==> config.mk <==
export PLATFORM = sky130hd
export DESIGN_NAME = mod_counter
export DESIGN_NICKNAME = d
export VERILOG_FILES = /design/src/rtl/mod_counter_pkg.sv /design/src/rtl/mod_counter_tick_prescaler.sv /design/src/rtl/mod_counter.sv
export SDC_FILE = /design/constraint.sdc
export NUM_CORES = 1
export LEC_CHECK = 0
export ABC_CLOCK_PERIOD_IN_PS = 2780
export CORE_AREA = 10 10 47 49
export DETAILED_ROUTE_END_ITERATION = 8
export DIE_AREA = 0 0 57 59
export PLACE_DENSITY = 0.7
export SYNTH_ARGS = -nofsm -noshare
export SYNTH_HDL_FRONTEND = slang
export SYNTH_SLANG_ARGS = --single-unit
==> constraint.sdc <==
create_clock -name clk -period 2.78 [get_ports clk]
set_clock_uncertainty 0.15 [all_clocks]
set_input_delay 0.556 -clock clk [delete_from_list [all_inputs] [get_ports clk]]
set_output_delay 0.556 -clock clk [all_outputs]
set_load 0.03 [all_outputs]
==> src/rtl/mod_counter_pkg.sv <==
// -----------------------------------------------------------------------------
// counter_pkg
//
// Shared definitions for the modulo counter and its prescaler.
//
// Contents:
//   CNT_WRAP / CNT_SAT : boundary behaviour selectors for the SATURATE
//                        parameter of mod_counter.
//   CNT_ARITH_W        : width of the generic helper arithmetic. It is wide
//                        enough for any legal WIDTH (up to 32) plus headroom.
//   presc_width()      : register width for a prescaler that counts
//                        0..PRESCALE-1. The result is never below 1 bit.
//   clamp_to_max()     : saturates a value to an upper bound.
// -----------------------------------------------------------------------------
package counter_pkg;

  localparam int CNT_WRAP    = 0;
  localparam int CNT_SAT     = 1;
  localparam int CNT_ARITH_W = 64;

  // Width needed to hold 0..prescale-1.
  // A prescale of 1 or 2 still needs a single bit.
  function automatic int presc_width(input int prescale);
    if (prescale <= 2) begin
      return 1;
    end
    return $clog2(prescale);
  endfunction

  // Returns val when it lies within 0..max, otherwise max.
  function automatic logic [CNT_ARITH_W-1:0] clamp_to_max(
    input logic [CNT_ARITH_W-1:0] val,
    input logic [CNT_ARITH_W-1:0] max
  );
    return (val > max) ? max : val;
  endfunction

endpackage

==> src/rtl/mod_counter_tick_prescaler.sv <==
// -----------------------------------------------------------------------------
// tick_prescaler
//
// Divides the count enable by PRESCALE.
//
// The phase counter advances on every enabled cycle. It runs 0..PRESCALE-1
// and then returns to 0. It holds its value while en is low.
//
// tick is high on the enabled cycle that completes a full period.
// With PRESCALE=1 the phase register never leaves 0, so tick simply
// follows en.
//
// Ports:
//   clk     in  : rising-edge clock
//   rst     in  : synchronous active-high reset; phase returns to 0
//   restart in  : synchronous phase restart (clear or load in the parent)
//   en      in  : count enable
//   tick    out : combinational step strobe = en && phase == PRESCALE-1
// -----------------------------------------------------------------------------
module tick_prescaler
  import counter_pkg::*;
#(
  parameter int PRESCALE = 1
) (
  input  logic clk,
  input  logic rst,
  input  logic restart,
  input  logic en,
  output logic tick
);

  localparam int            PW   = presc_width(PRESCALE);
  localparam logic [PW-1:0] LAST = PW'(PRESCALE - 1);
  localparam logic [PW-1:0] ONE  = PW'(1);

  logic [PW-1:0] r_phase;
  logic          w_last;

  assign w_last = (r_phase == LAST);
  assign tick   = en && w_last;

  always_ff @(posedge clk) begin
    if (rst || restart) begin
      r_phase <= '0;
    end else if (en) begin
      r_phase <= w_last ? '0 : (r_phase + ONE);
    end
  end

endmodule

==> src/rtl/mod_counter.sv <==
// -----------------------------------------------------------------------------
// mod_counter
//
// Parametrised up/down modulo counter with the following features:
//   - prescaled enable
//   - synchronous clear
//   - parallel load with clamping
//   - wrap or saturate behaviour at the boundaries
//
// The count range is 0..MODULO-1, and MAX = MODULO-1.
//
// Per-cycle priority is rst > clr > load > step:
//   rst  : all state is cleared.
//   clr  : clears q, the prescaler, ovf and wrap.
//   load : q takes load_val, clamped to MAX. The prescale phase restarts.
//          ovf is unchanged.
//   step : q moves one position in the direction given by up.
//          At a boundary, q either wraps (wrap and ovf are set) or holds
//          (only ovf is set).
//
// Parameters:
//   WIDTH    : counter width, 2..32
//   MODULO   : number of count states, 2..2^WIDTH
//   SATURATE : CNT_WRAP (0) or CNT_SAT (1)
//   PRESCALE : enabled cycles per step, 1..256
//
// Ports:
//   clk      in  : rising-edge clock
//   rst      in  : synchronous active-high reset
//   clr      in  : synchronous clear of q, prescaler and ovf
//   load     in  : parallel load strobe
//   load_val in  : value to load (WIDTH bits)
//   en       in  : count enable, feeds the prescaler
//   up       in  : 1 = increment, 0 = decrement
//   q        out : registered count
//   tc       out : combinational terminal count, up ? q==MAX : q==0
//   wrap     out : registered pulse, high while q shows a wrapped value
//   ovf      out : registered sticky boundary-event flag
// -----------------------------------------------------------------------------
module mod_counter
  import counter_pkg::*;
#(
  parameter int     WIDTH    = 4,
  parameter longint MODULO   = 16,
  parameter int     SATURATE = CNT_WRAP,
  parameter int     PRESCALE = 1
) (
  input  logic             clk,
  input  logic             rst,
  input  logic             clr,
  input  logic             load,
  input  logic [WIDTH-1:0] load_val,
  input  logic             en,
  input  logic             up,
  output logic [WIDTH-1:0] q,
  output logic             tc,
  output logic             wrap,
  output logic             ovf
);

  // Arithmetic runs one bit wider than q. This keeps MAX+1 representable
  // when MODULO = 2^WIDTH, so an increment at MAX cannot alias back to 0
  // before the boundary test.
  localparam logic [WIDTH:0]   MAX_EXT  = (WIDTH+1)'(MODULO - 1);
  localparam logic [WIDTH:0]   ONE_EXT  = (WIDTH+1)'(1);
  localparam logic [WIDTH-1:0] MAX_Q    = WIDTH'(MODULO - 1);
  localparam bit               SAT_MODE = (SATURATE == CNT_SAT);

  logic [WIDTH-1:0] r_q;
  logic             r_wrap;
  logic             r_ovf;

  logic             w_tick;
  logic             w_restart;
  logic [WIDTH:0]   w_q_ext;
  logic [WIDTH:0]   w_inc_ext;
  logic [WIDTH:0]   w_dec_ext;
  logic             w_at_max;
  logic             w_at_zero;
  logic [WIDTH-1:0] w_load_q;
  logic [WIDTH-1:0] w_q_nxt;
  logic             w_wrap_nxt;
  logic             w_ovf_nxt;

  // A clear or a load both restart the prescale phase. A step that the
  // prescaler reports in the same cycle is discarded by the priority
  // logic below.
  assign w_restart = clr || load;

  tick_prescaler #(
    .PRESCALE (PRESCALE)
  ) u_prescaler (
    .clk     (clk),
    .rst     (rst),
    .restart (w_restart),
    .en      (en),
    .tick    (w_tick)
  );

  assign w_q_ext   = {1'b0, r_q};
  assign w_inc_ext = w_q_ext + ONE_EXT;
  // w_dec_ext is only used when q > 0, so it never underflows where
  // it matters.
  assign w_dec_ext = w_q_ext - ONE_EXT;
  assign w_at_max  = (w_q_ext == MAX_EXT);
  assign w_at_zero = (r_q == '0);

  // Out-of-range load values are clamped to the top of the count range.
  assign w_load_q = WIDTH'(clamp_to_max(CNT_ARITH_W'(load_val),
                                        CNT_ARITH_W'(MAX_Q)));

  always_comb begin
    w_q_nxt    = r_q;
    w_wrap_nxt = 1'b0;
    w_ovf_nxt  = r_ovf;

    if (clr) begin
      w_q_nxt   = '0;
      w_ovf_nxt = 1'b0;
    end else if (load) begin
      w_q_nxt = w_load_q;
    end else if (w_tick) begin
      if (up) begin
        if (!w_at_max) begin
          w_q_nxt = WIDTH'(w_inc_ext);
        end else begin
          w_ovf_nxt = 1'b1;
          if (!SAT_MODE) begin
            w_q_nxt    = '0;
            w_wrap_nxt = 1'b1;
          end
        end
      end else begin
        if (!w_at_zero) begin
          w_q_nxt = WIDTH'(w_dec_ext);
        end else begin
          w_ovf_nxt = 1'b1;
          if (!SAT_MODE) begin
            w_q_nxt    = MAX_Q;
            w_wrap_nxt = 1'b1;
          end
        end
      end
    end
  end

  always_ff @(posedge clk) begin
    if (rst) begin
      r_q    <= '0;
      r_wrap <= 1'b0;
      r_ovf  <= 1'b0;
    end else begin
      r_q    <= w_q_nxt;
      r_wrap <= w_wrap_nxt;
      r_ovf  <= w_ovf_nxt;
    end
  end

  assign q    = r_q;
  assign wrap = r_wrap;
  assign ovf  = r_ovf;
  assign tc   = up ? (r_q == MAX_Q) : w_at_zero;

endmodule

After elaboration in Yosys (flattened, before gate mapping)
Cells that the tools add are included.
Word-level totals
  register bits: 7
  bits of input ports: 10
  output and inout bits: 7
  logic and storage cells: 34
Operators by class
  add/sub/neg operators: 3
  equal/unequal tests: 2
  mux-type cells: 13
  bitwise logic cells: 3
  reduce and logical (&&, ||, !) cells: 9
Operators with widths (count)
  two-way mux 4 bit: 5
  two-way mux 1 bit: 8
  adder 4 x 1 -> 4 bit, second input constant: 1
  equality test 4 bit, second input constant: 1
  logical NOT 4 bit: 1
  AND reduction 4 bit: 1
  nonzero test 2 bit: 2
  OR reduction 4 bit: 1
  subtractor 4 x 1 -> 4 bit, second input constant: 1
  inverter 1 bit: 3
  logical OR 1 bit: 2
  != test 2 x 1 -> 1 bit, second input constant: 1
  OR reduction 2 bit: 1
  adder 1 bit, second input constant: 1
  logical AND 1 bit: 1

Logic depth before layout (Yosys ltp)
Gate-level depths: netlist (run 1).
  depth in word-level cells: 5
  depth in mapped cells: 7
  mapped depth without buffers: 6

By module
From an unflattened synthesis (run 1), not the netlist that was laid out.
Unflattened totals
  cell total of the unflattened synthesis: 50
  area, all modules: 420.4 um^2
Modules (own cells, without submodules)
  mod_counter: times used 1, cells an instance 49, area each 412.9 um^2, sequential area each 120.1 um^2
  tick_prescaler: times used 1, cells an instance 1, area each 7.5 um^2, sequential area each 0.0 um^2

Worst setup path after synthesis (run 1)
No wires, ideal clock.
  kind: reg2out
  from: register r_q[0] (netlist: q[0])
  to: output tc
  data arrival time: 1.556 ns
  required time: 2.074 ns
  slack: 0.518 ns
  cell stages (with the launch flop): 6
  buffers on the path: 1
  path through: dfxtp_1 clkbuf_1 inv_1 ha_1 or3b_4 o21ai_2
On the way
  word-level cells in the longest chain between the ends: 2
  elaborated cells on any way between the ends: 3
  classes of those cells: 1 x eq/ne; 1 x mux; 1 x reduce/logical
RTL lines
  start: declaration: line mod_counter.sv:69  | logic [WIDTH-1:0] r_q;
  start signal: assignment: line mod_counter.sv:153  | r_q <= w_q_nxt;
  equality test 4 bit or logical NOT 4 bit (tied branches): line mod_counter.sv:162, mod_counter.sv:106
  two-way mux 1 bit *: line mod_counter.sv:162  | assign tc = up ? (r_q == MAX_Q) : w_at_zero;
  end: declaration: line mod_counter.sv:56  | output logic tc,
Every way passes the cells marked *; elsewhere a longest branch is shown, timed or not.

Final worst setup path (run 1)
  from: input up
  to: output tc
On the way
  word-level cells in the longest chain between the ends: 1
RTL lines
  start: declaration: line mod_counter.sv:54  | input logic up,
  two-way mux 1 bit: line mod_counter.sv:162
Every way passes these cells.

==> impl_metrics.ini, run 1 <==
[route]
drt_iter0_markers = 8
dr.pass1.iters = 4
drc_errors = 0
viasPerCell = 5.171
avgRoutedWirePerCell_um = 13.09
drtAntennaViolNets = 0
via_count = 424
wl_um = 1073

[place]
dp.cells = 79
pre_cts_ws_ns = 0.3554
hpwl_um = 827.1
gp_congestion = 0.7708
portBuffers = 16

[logic_synthesis]
synth_fp_nets = 61
seq_area_frac_synth_pct = 28.40
synth_area_leaders = dfxtp_1 (28%), a31oi_1 (5.9%), ha_1 (5.9%)
netlist.area_leader.share_pct = 28.40
synth.avg_cell_area_um2 = 8.631
yosysWarnings = 0
synth.distinct_cells = 31
synth.most_common_cell = dfxtp_1
synth-main-ff-cell = dfxtp_1
netlist_area_um2 = 422.9
synth_common_cells = dfxtp_1 (6), a31oi_1 (4), nand2_1 (3), o21ai_0 (3)
ys_seq_elements = 6
synthCells = 49
synth-edff-count = 0
synthArstFlopShare_pct = 0
yosysTopAreaCell = dfxtp_1

[timing]
rsz0062_at_grt = no
tightestPinTransition_ns = 0.3315
max_freq_mhz = 410.2
setup_viol = 0
layout_min_cycle_time_ns = 2.438
report.final.slew_viol_count = 0
setup_tns_ns = 0
finalCritPeriodShare_pct = 87.69
layout_setup_ws_ns = 0.3423
maxSlewHeadroom_pct = 77.62
final_hold_viol_count = 0

[final_layout]
nFillCells = 158
fin_nets = 80
multi_input_area_um2 = 275.3
seq_area_um2 = 120.1
utilization_pct = 43.57
area.growth.synth_to_final_pct = 44.38
antenna_cells = 0
fin_cells = 82
drive_gt1_share_pct = 16.67

[critical_path]
crit_fanout = 3
crit_path_end_kind = output pin
crit_arrival_ns = 1.73
critPathLaunchType = input port
worst_path_max_delay_cell = clkdlybuf4s50_1
crit_chain = clkdlybuf4s50_1 > or3b_4 > o21ai_2 > buf_4
critPathMaxStageDelay_ns = 0.43
critPathRequiredTime_ns = 2.07
path_delay_family = buffers and inverters
critPathKind = in -> out
worst-path-buf-inv = 2

[clocking]
ctsResizeCount = 0
cts-root-buf = clkbuf_4
holdBufCountCts = 0
clk_latency_ns = 0.24
cts_buffer_depth = 2
postCtsSetupRepairBufs = 0
cts_sinks = 6
path_clk_slew_ns = 0.05
h-tree-depth = 1
cts-buffers-inserted = 3
cts_tree = yes

[outcome]
status = complete, no violations

[floorplan]
fp.dieW_um = 57
ios = 17
rows = 14
die_y_um = 59
start_util_pct = 30.18
core-area_um2 = 1401
die_area_um2 = 3363

[global_routing]
grt_max_degree = 11
antenna_found_initial = 0
grt.total_usage_pct = 6.228
grt_pass1_vias = 408
grt_pass1_wl_um = 1697
overflow = 0

[pwr]
p_leak_nw = 0.2423
power.total_w = 0.0002482
cellPowerDensity_nw_per_um2 = 406.5
vdd_drop_max_v = 0.0001401

[worst_hold_path]
min_path_type = reg -> reg

[flow_run]
cap_violations = 0
-- kinds of logic (layout without fill, tap and decap cells) --
family | count (synthesis) | count (layout) | synth area share, %
buffers and inverters | 5 | 22 | 6.507
multiplexers | 2 | 2 | 5.029
adder cells (fa/ha/maj) | 2 | 2 | 5.916
AND/OR/NAND/NOR | 16 | 16 | 22.49
AO/OA/AOI/OAI | 16 | 16 | 27.51
flip-flops | 6 | 6 | 28.40
XOR/XNOR | 2 | 2 | 4.143
-- flip-flops by register name (all words and copies together), names as in the netlist --
| name | cells |
|---|---|
| wrap | 1 |
| ovf | 1 |
| q | 4 |
-- report_power, final --
group | internal (W) | leakage, nW | switching, W
sequential | 0.0000897 | 0.0490 | 0.00000760
clock | 0.0000491 | 0.0138 | 0.0000346
combinational | 0.0000360 | 0.180 | 0.0000312
total | 0.000175 | 0.242 | 0.0000734
-- layout make-up --
type / instances / area share (%)
multi-input combinational: 38 / 45.08
timing repair buffer: 17 / 27.05
sequential: 6 / 19.67
clock buffer: 3 / 3.689
tap: 16 / 3.279
inverter: 2 / 1.230
-- tightest hold or removal path: stages (launching register included) --
cell and delay [ns]:
dfxtp_1 0.33, a21oi_1 0.06, nor3_2 0.09
-- routing by layer --
layer  GRT usage [%]  vias to the layer above  wire, um
met5               0                        -         0
met4           4.027                        0         0
met3           2.790                        0        55
met2           10.08                       11       557
met1           6.429                      198       460
li1                -                      215         -
-- final timing paths --
check                         start                 to  slack [ns]  depth (start not counted)
setup / recovery                 up                 tc        0.34                          4
hold / removal     ovf$_SDFFE_PP0P_   ovf$_SDFFE_PP0P_        0.37                          2
setup reg to reg  q[0]$_SDFFE_PP0P_  q[0]$_SDFFE_PP0P_        1.01                          6
hold reg to reg    ovf$_SDFFE_PP0P_   ovf$_SDFFE_PP0P_        0.37                          2
-- metrics by stage --
stage | hold slack [ns] | cell area, um^2
after global placement | 0.3406 | 588.1
after floorplan | 0.4750 | 422.9
after CTS | 0.3836 | 610.6
after global routing | 0.4138 | 610.6
after detailed placement | 0.3636 | 588.1
final | 0.3739 | 610.6
-- layout by cell type (no fill, tap or decap), drive strengths merged --
cell and instances:
a21o 1, a21oi 3, a31oi 4, and2 1, and3 1, buf 2
clkbuf 3, clkdlybuf4s50 15, dfxtp 6, ha 2, inv 2, mux2 1
mux2i 1, nand2 3, nand2b 2, nand3 1, nand4 1, nor2 2
nor2b 1, nor3 2, nor3b 1, o211a 1, o21ai 4, o21ba 1
o311ai 1, o31ai 1, or3b 1, xnor2 2
(Power assumes the default switching activity.)
==> run 2, diff against run 1 <==
--- a/config.mk
+++ b/config.mk
@@ -10,6 +10,8 @@
 export DETAILED_ROUTE_END_ITERATION = 8
 export DIE_AREA = 0 0 57 59
 export PLACE_DENSITY = 0.7
+export SLEW_MARGIN = 20
 export SYNTH_ARGS = -nofsm -noshare
 export SYNTH_HDL_FRONTEND = slang
 export SYNTH_SLANG_ARGS = --single-unit
+export TNS_END_PERCENT = 100
==> results of run 2 <==
No change in the layout: final DEF, timing and power equal those of run 1.
==> run 3, diff against run 2 <==
--- a/config.mk
+++ b/config.mk
@@ -9,6 +9,7 @@
 export CORE_AREA = 10 10 47 49
 export DETAILED_ROUTE_END_ITERATION = 8
 export DIE_AREA = 0 0 57 59
+export MAX_ROUTING_LAYER = met4
 export PLACE_DENSITY = 0.7
 export SLEW_MARGIN = 20
 export SYNTH_ARGS = -nofsm -noshare
==> run 3 against run 2 <==
Against the previous run:
- register-to-register slack about the same
- wire length decreased by 1.5%
- sequential power about the same
- sequential cell count is the same
- global-route usage grew 0.17 points
- fmax about the same
- final area did not move
- first-iteration DRC count grew 25%
- clock power about the same
- setup slack hardly changed
- via count fell by 0.24%
- combinational power about the same
- largest cell class unchanged
- largest power group unchanged
- highest routed layer unchanged
==> impl_metrics.ini, run 3 (synthesized netlist as in run 1, its figures left out) <==
[final_layout]
area.growth.synth_to_final_pct = 44.38
largest_reg_flops = 4
fin_cells = 82
nFillCells = 158
antenna_cells = 0
fin_nets = 80
layout_commonest_cell = clkdlybuf4s50_1
final_cell_mix = clkdlybuf4s50_1 (15), dfxtp_1 (6), a31oi_1 (4)
drive_gt1_share_pct = 16.67

[floorplan]
ios = 17
rows = 14
fp.dieW_um = 57
die_area_um2 = 3363
start_util_pct = 30.18
core-area_um2 = 1401
die_y_um = 59

[critical_path]
critPathRequiredTime_ns = 2.07
r2r_end = q[0]$_SDFFE_PP0P_
critPathLaunchType = input port
critPathKind = in -> out
r2r_setup_slack_ns = 1.01
crit-reg2reg-launch = q[0]$_SDFFE_PP0P_
rr_worst_depth = 6
crit_chain = clkdlybuf4s50_1 > or3b_4 > o21ai_2 > buf_4
crit_path_end_kind = output pin
crit_arrival_ns = 1.73
crit_fanout = 3
startpoint = up
critPathMaxStageDelay_ns = 0.43
worst_path_max_delay_cell = clkdlybuf4s50_1

[pwr]
p_clk_share_pct = 33.6
p_leak_nw = 0.2423
seq_power_share_pct = 39.2
combPwrFrac_pct = 27.1
intPower_w = 0.0001748
swShare_pct = 29.48
switchingPower_w = 0.00007308
power.total_w = 0.0002479
cellPowerDensity_nw_per_um2 = 406.0
vdd_drop_max_v = 0.0001404

[global_routing]
grt_pass1_vias = 408
overflow = 0
antenna_found_initial = 0
grt_max_degree = 11
grt_pass1_wl_um = 1697
grt.total_usage_pct = 6.403

[clocking]
cts_buffer_depth = 2
clk_latency_ns = 0.24
cts_sinks = 6
cts-root-buf = clkbuf_4
cts_tree = yes
postCtsSetupRepairBufs = 0
h-tree-depth = 1
cts-buffers-inserted = 3
ctsResizeCount = 0
path_clk_slew_ns = 0.05
holdBufCountCts = 0

[place]
gp_congestion = 0.7811
hpwl_um = 827.1
pre_cts_ws_ns = 0.3554
portBuffers = 16
dp.cells = 79

[timing]
setup_tns_ns = 0
report.final.slew_viol_count = 0
timing.hold.ws_ns = 0.3738
tightestPinTransition_ns = 0.3276
maxSlewHeadroom_pct = 77.89
final_hold_viol_count = 0
rsz0062_at_grt = no
max_freq_mhz = 410.2
setup_viol = 0
layout_min_cycle_time_ns = 2.438
finalCritPeriodShare_pct = 87.69
layout_setup_ws_ns = 0.3421

[worst_hold_path]
min_path_type = reg -> reg
min_from = ovf$_SDFFE_PP0P_
hold_depth = 2
hold_path_end = ovf$_SDFFE_PP0P_

[route]
dr.pass1.iters = 4
avgRoutedWirePerCell_um = 12.89
via_count = 423
drc_errors = 0
viasPerCell = 5.159
wl_um = 1057
drt_iter0_markers = 10
drtAntennaViolNets = 0

[outcome]
status = complete, no violations

[flow_run]
cap_violations = 0
run 3: final cells by class:
type,count,area (um^2),share of cell area (%)
timing repair buffer,17,165.2,27.05
clock buffer,3,22.52,3.689
multi-input combinational,38,275.3,45.08
sequential,6,120.1,19.67
tap,16,20.02,3.279
inverter,2,7.507,1.230
run 3: critical path: cells and delay by family:
kind / cells / cell delay (ns)
and+or+nand+nor: 1 / 0.40
buffers and inverters: 2 / 0.62
AOI/OAI and AO/OA: 1 / 0.16
run 3: per-layer routing:
metal	wire length, um	track usage, %
met1	468	6.667
met2	550	10.08
met3	38	2.361
met4	0	4.027
met5	0	-
run 3: worst max-delay path by stage:
stage                     endpoint  cells after the start
after floorplan                 tc                      5
after global placement          tc                      4
after detailed placement        tc                      4
after CTS                       tc                      4
after global routing            tc                      5
final                           tc                      4
run 3: through the flow:
step / cell area [um^2] / util, %
after floorplan: 422.9 / -
after global placement: 588.1 / 41.96
after detailed placement: 588.1 / 41.96
after CTS: 610.6 / 43.57
after global routing: 610.6 / 43.57
final: 610.6 / 43.57
run 3: power by group through the flow:
| stage | registers, W | clock network (W) | logic (W) |
|---|---|---|---|
| 6_report | 0.0000973 | 0.0000834 | 0.0000672 |
| 5_1_grt | 0.0000983 | 0.0000894 | 0.0000725 |
| 4_1_cts | 0.0000972 | 0.0000871 | 0.0000677 |
| 3_5_place_dp | 0.0000988 | 0 | 0.0000674 |
| 3_3_place_gp | 0.0000987 | 0 | 0.0000668 |
| 2_1_floorplan | 0.000102 | 0 | 0.0000351 |
